$ cat src/rtl/fifo_rd_packer.sv
// fifo_rd_packer: pops words from a fifo read port for one transaction of
// TXN_LEN words and packs them into C_RATIO-word output beats. Lane 0 holds
// the first word of a beat. The final beat of a transaction may be partial;
// its unused lanes read as zero and OUT_WORDS gives the number of valid lanes.
module fifo_rd_packer #(
  parameter int C_IN_WIDTH  = 32,
  parameter int C_RATIO     = 4,
  parameter int C_LEN_WIDTH = 32
) (
  input  logic                              CLK,
  input  logic                              RST,
  input  logic [C_LEN_WIDTH-1:0]            TXN_LEN,
  input  logic                              TXN_VALID,
  output logic                              TXN_READY,
  input  logic [C_IN_WIDTH-1:0]             FIFO_DATA,
  input  logic                              FIFO_VALID,
  output logic                              FIFO_READY,
  output logic [C_IN_WIDTH*C_RATIO-1:0]     OUT_DATA,
  output logic [$clog2(C_RATIO+1)-1:0]      OUT_WORDS,
  output logic                              OUT_LAST,
  output logic                              OUT_VALID,
  input  logic                              OUT_READY,
  output logic                              DONE
);

  localparam int LANE_W  = $clog2(C_RATIO);
  localparam int WORDS_W = $clog2(C_RATIO+1);
  localparam int BEAT_W  = C_IN_WIDTH * C_RATIO;
  localparam logic [LANE_W-1:0] LAST_LANE = LANE_W'(C_RATIO - 1);

  typedef enum logic [1:0] {IDLE, PACK, DRAIN} state_t;

  state_t                                  state;
  logic [C_LEN_WIDTH-1:0]                  remaining;
  logic [LANE_W-1:0]                       lane;
  logic [C_RATIO-1:0][C_IN_WIDTH-1:0]      staging;
  logic                                    pop;
  logic                                    close_beat;
  logic                                    last_word;

  // Assemble a beat: staged lanes below the current one, the word being
  // popped in the current lane, and zeros above it. Masking here means the
  // staging lanes never need clearing between beats.
  function automatic logic [BEAT_W-1:0] pack_beat(
    input logic [C_RATIO-1:0][C_IN_WIDTH-1:0] stg,
    input logic [LANE_W-1:0]                  top,
    input logic [C_IN_WIDTH-1:0]              word
  );
    logic [BEAT_W-1:0] beat;
    beat = '0;
    for (int k = 0; k < C_RATIO; k++) begin
      if (LANE_W'(k) < top)
        beat[k*C_IN_WIDTH +: C_IN_WIDTH] = stg[k];
      else if (LANE_W'(k) == top)
        beat[k*C_IN_WIDTH +: C_IN_WIDTH] = word;
    end
    return beat;
  endfunction

  // A word that would close a beat is only popped when the output register
  // is empty or being emptied this cycle; filler words pop freely.
  always_comb begin
    TXN_READY  = (state == IDLE);
    last_word  = (remaining == C_LEN_WIDTH'(1));
    FIFO_READY = (state == PACK) &&
                 (((lane < LAST_LANE) && (remaining > C_LEN_WIDTH'(1))) ||
                  !OUT_VALID || OUT_READY);
    pop        = FIFO_VALID && FIFO_READY;
    close_beat = pop && ((lane == LAST_LANE) || last_word);
  end

  // Transaction FSM with registered beat outputs and DONE pulse.
  always_ff @(posedge CLK or posedge RST) begin
    if (RST) begin
      state     <= IDLE;
      remaining <= '0;
      lane      <= '0;
      staging   <= '0;
      OUT_DATA  <= '0;
      OUT_WORDS <= '0;
      OUT_LAST  <= 1'b0;
      OUT_VALID <= 1'b0;
      DONE      <= 1'b0;
    end else begin
      DONE <= 1'b0;
      // An accepted beat is retired unless a new one loads below.
      if (OUT_VALID && OUT_READY)
        OUT_VALID <= 1'b0;

      case (state)
        IDLE: begin
          if (TXN_VALID) begin
            remaining <= TXN_LEN;
            lane      <= '0;
            if (TXN_LEN == '0)
              DONE  <= 1'b1;
            else
              state <= PACK;
          end
        end

        PACK: begin
          if (pop) begin
            staging[lane] <= FIFO_DATA;
            remaining     <= remaining - C_LEN_WIDTH'(1);
            if (close_beat) begin
              OUT_DATA  <= pack_beat(staging, lane, FIFO_DATA);
              OUT_WORDS <= WORDS_W'(lane) + WORDS_W'(1);
              OUT_LAST  <= last_word;
              OUT_VALID <= 1'b1;
              lane      <= '0;
              if (last_word)
                state <= DRAIN;
            end else begin
              lane <= lane + LANE_W'(1);
            end
          end
        end

        DRAIN: begin
          if (OUT_VALID && OUT_READY) begin
            state <= IDLE;
            DONE  <= 1'b1;
          end
        end

        default: state <= IDLE;
      endcase
    end
  end

endmodule

$ cat config.mk
export PLATFORM = sky130hd
export DESIGN_NAME = fifo_rd_packer
export DESIGN_NICKNAME = d
export VERILOG_FILES = /design/src/rtl/fifo_rd_packer.sv
export SDC_FILE = /design/constraint.sdc
export NUM_CORES = 1
export LEC_CHECK = 0
export CORE_MARGIN = 3
export CORE_UTILIZATION = 35
export CTS_CLUSTER_DIAMETER = 100
export DETAILED_ROUTE_END_ITERATION = 7
export SLEW_MARGIN = 20
export SYNTH_ARGS = -nofsm -noshare
export SYNTH_HDL_FRONTEND = slang
export SYNTH_SLANG_ARGS = --single-unit
$ cat constraint.sdc
create_clock -name CLK -period 14 [get_ports CLK]
set_input_delay 4.2 -clock CLK [delete_from_list [all_inputs] [get_ports CLK]]
set_output_delay 4.2 -clock CLK [all_outputs]
set_load 0.02 [all_outputs]
==> impl_metrics.json <==
{
  "status": "complete, no violations",
  "grt_pass1_wl_microns": 53400,
  "cp.depth": 5,
  "final_cell_mix": "dfrtp_1 (265), clkdlybuf4s50_1 (204), nand2_1 (128)",
  "reg2regPathDepth": 6,
  "hp-class": "reg -> reg",
  "ys.flop_type": "dfrtp_1",
  "area_growth_pct": 28.4,
  "crit_chain": "clkdlybuf4s50_1 > nand2b_1 > nor2_1 > nor2_1 > clkdlybuf4s50_1",
  "ioPinCount": 205,
  "clock_skew_ns": 0.0141,
  "tightest_slew_ns": 1.06,
  "slew_viol_final": 0,
  "layout.cells.non_filler": 1706,
  "critPathTopFamily": "buffers and inverters",
  "wire_per_inst_microns": 19.6,
  "placed_cells": 1653,
  "hold_viol": 0,
  "setup-violations-final": 0,
  "setup_ws_ns": 3.91,
  "utilization_pct": 46.2,
  "die_w_microns": 190,
  "crit_arrival_ns": 5.89,
  "cts_buffers": 31,
  "timing.final.crit_period_ns": 10.09,
  "max_stage_delay_ns": 0.65,
  "postCtsSetupBuffers": 0,
  "clk_latency_ns": 0.56,
  "drtAntennaViolNets": 0,
  "dr.pass1.iters": 4,
  "synthCells": 1075,
  "gr-total-overflow": 0,
  "diodes": 0,
  "start_util_pct": 36.0,
  "cts_hold_buffers": 0,
  "p_per_area_nw_per_um2": 234,
  "fmax_ghz": 0.0992,
  "clkTransAtPathRegs_ns": 0.06,
  "syn-num-nets": 1150,
  "grt_start_max_net_pins": 141,
  "yosysWarnings": 0,
  "p_leak_uw": 0.00617,
  "start_kind": "input port",
  "peakVddDrop_mv": 0.110,
  "hpwl_microns": 20600,
  "rrSetupSlack_ns": 10.27,
  "finalCritPeriodShare_pct": 72.0,
  "yosys_register_bits": 266,
  "yosysUniqueCellTypes": 52,
  "clock-sinks": 266,
  "fp.coreArea_sq_um": 32900,
  "critical_path_class": "in -> out",
  "max-slew-margin-rel_pct": 29.1,
  "ctsResizeCount": 0,
  "h-tree-depth": 1,
  "globalplace.congestion": 0.801,
  "rows": 66,
  "end_kind": "output pin",
  "timing.critical_path.to": "FIFO_READY",
  "die-area_sq_um": 36100,
  "r2r_end": "staging[8]",
  "async_flop_share_pct": 100,
  "seq_area_frac_synth_pct": 56.1,
  "drive_above_1_share_pct": 11.8,
  "tritoncts": "built",
  "tns_ns": 0,
  "first_global_vias": 9212,
  "drtIter0Drc": 533,
  "track_usage_pct": 18.4,
  "final_net_count": 1319,
  "synth.area.top_cells": "dfrtp_1 (56%), mux2_2 (5.9%), a22o_1 (4.9%)",
  "die_y_microns": 190,
  "path_buf_inv": 2,
  "dp_slack_ns": 3.94,
  "rr_startpoint": "state[0]",
  "route.vias.total": 9123,
  "max-cap-violations": 0,
  "layout_commonest_cell": "dfrtp_1",
  "cts_root_buf": "clkbuf_16",
  "crit_fanout": 4,
  "wirelength_microns": 33400,
  "yosysTopAreaCell": "dfrtp_1",
  "required_ns": 9.80,
  "rsz0062_at_grt": "no",
  "synth_edf_count": 0,
  "synth_area_sq_um": 11900,
  "syn_avg_cell_area_sq_um": 11.0,
  "viasPerCell": 5.35,
  "critPathSlowestCell": "clkdlybuf4s50_1",
  "port_buffers": 204,
  "cts.path.max_buffers": 3,
  "critPathLaunch": "OUT_READY",
  "antenna_found_initial": 0,
  "drcViolationCount": 0,
  "synth_top_area_share_pct": 56.1,
  "total_power_uw": 3570
}
[sequential cells by signal, indices dropped and copies added, names as in the netlist]
signal / count
OUT_DATA: 128
staging: 96
remaining: 32
OUT_WORDS: 3
lane: 2
state: 2
DONE: 1
OUT_LAST: 1
OUT_VALID: 1
[per-layer routing]
metal	up-vias	wire length [microns]	track usage, %
li1	4281	-	-
met3	50	2650	5.71
met5	-	0	0
met4	0	716	4.55
met1	4566	15100	25.4
met2	226	14900	28.2
[cell families after synthesis]
kind of cell / synth area share [%]
AO/OA/AOI/OAI: 20.3
flip-flops: 56.1
AND/OR/NAND/NOR: 10.7
multiplexers: 8.87
buffers and inverters: 3.38
adder cells (fa/ha/maj): 0.633
[power breakdown]
part	total, uW	internal (uW)	switching [uW]
sequential	1350	1110	234
clock	789	466	322
combinational	1430	678	752
total	3570	2260	1310
[how the worst min path moves through the flow]
stage | from | slack [ns] | endpoint | cells past startpoint
after floorplan | staging[63] | 0.46 | staging[63] | 1
after global routing | staging[37] | 0.50 | staging[37] | 1
after global placement | OUT_WORDS[2] | 0.46 | OUT_WORDS[2] | 1
after detailed placement | staging[52] | 0.47 | staging[52] | 1
after CTS | OUT_DATA[11] | 0.49 | OUT_DATA[11] | 2
final | OUT_DATA[62] | 0.48 | OUT_DATA[62] | 2
[worst register-to-register path: stages, from the launching register on]
cell and delay [ns]:
dfrtp_1 0.43, nor2b_2 0.17, buf_4 0.40, nand3_2 0.84, o21ai_1 0.55, nand2_2 0.65, mux2_1 0.58
[cells in the mapped netlist, types with 3 or more instances]
master     count
a22oi_1        5
a22o_1        66
a21oi_1       73
or3_1          6
o21ai_0       49
mux2_2        62
o32ai_1        5
nor3b_1        3
a221o_1       32
a21o_1         3
dfrtp_1      266
o2bb2ai_1     36
mux2i_1       32
o21a_1         3
o21ai_1       61
buf_4         10
nor3_1        11
nand3_1       10
buf_1          5
nand2b_1       3
ha_1           6
nor4_2         4
buf_2         17
nand2_1      129
nor2_1        65
mux2_1         3
nand4_1        7
clkbuf_1      50
nor4_4         4
inv_1          9
nor4_1        11
[stage by stage]
stage                     hold WS, ns  area (sq um)
after floorplan                 0.456         11900
after global placement          0.464         14200
after detailed placement        0.474         14200
after CTS                       0.487         15200
after global routing            0.500         15200
final                           0.481         15200
[layout make-up]
| type | count | area, sq um |
|---|---|---|
| Clock inverter | 11 | 118 |
| Timing Repair Buffer | 218 | 2150 |
| Inverter | 9 | 41.3 |
| Clock buffer | 42 | 867 |
| Tap cell | 442 | 553 |
| Fill cell | 3024 | 17700 |
| Multi-Input combinational cell | 718 | 4850 |
| Sequential cell | 266 | 6660 |
No activity file was read; power rests on OpenSTA's default activity.
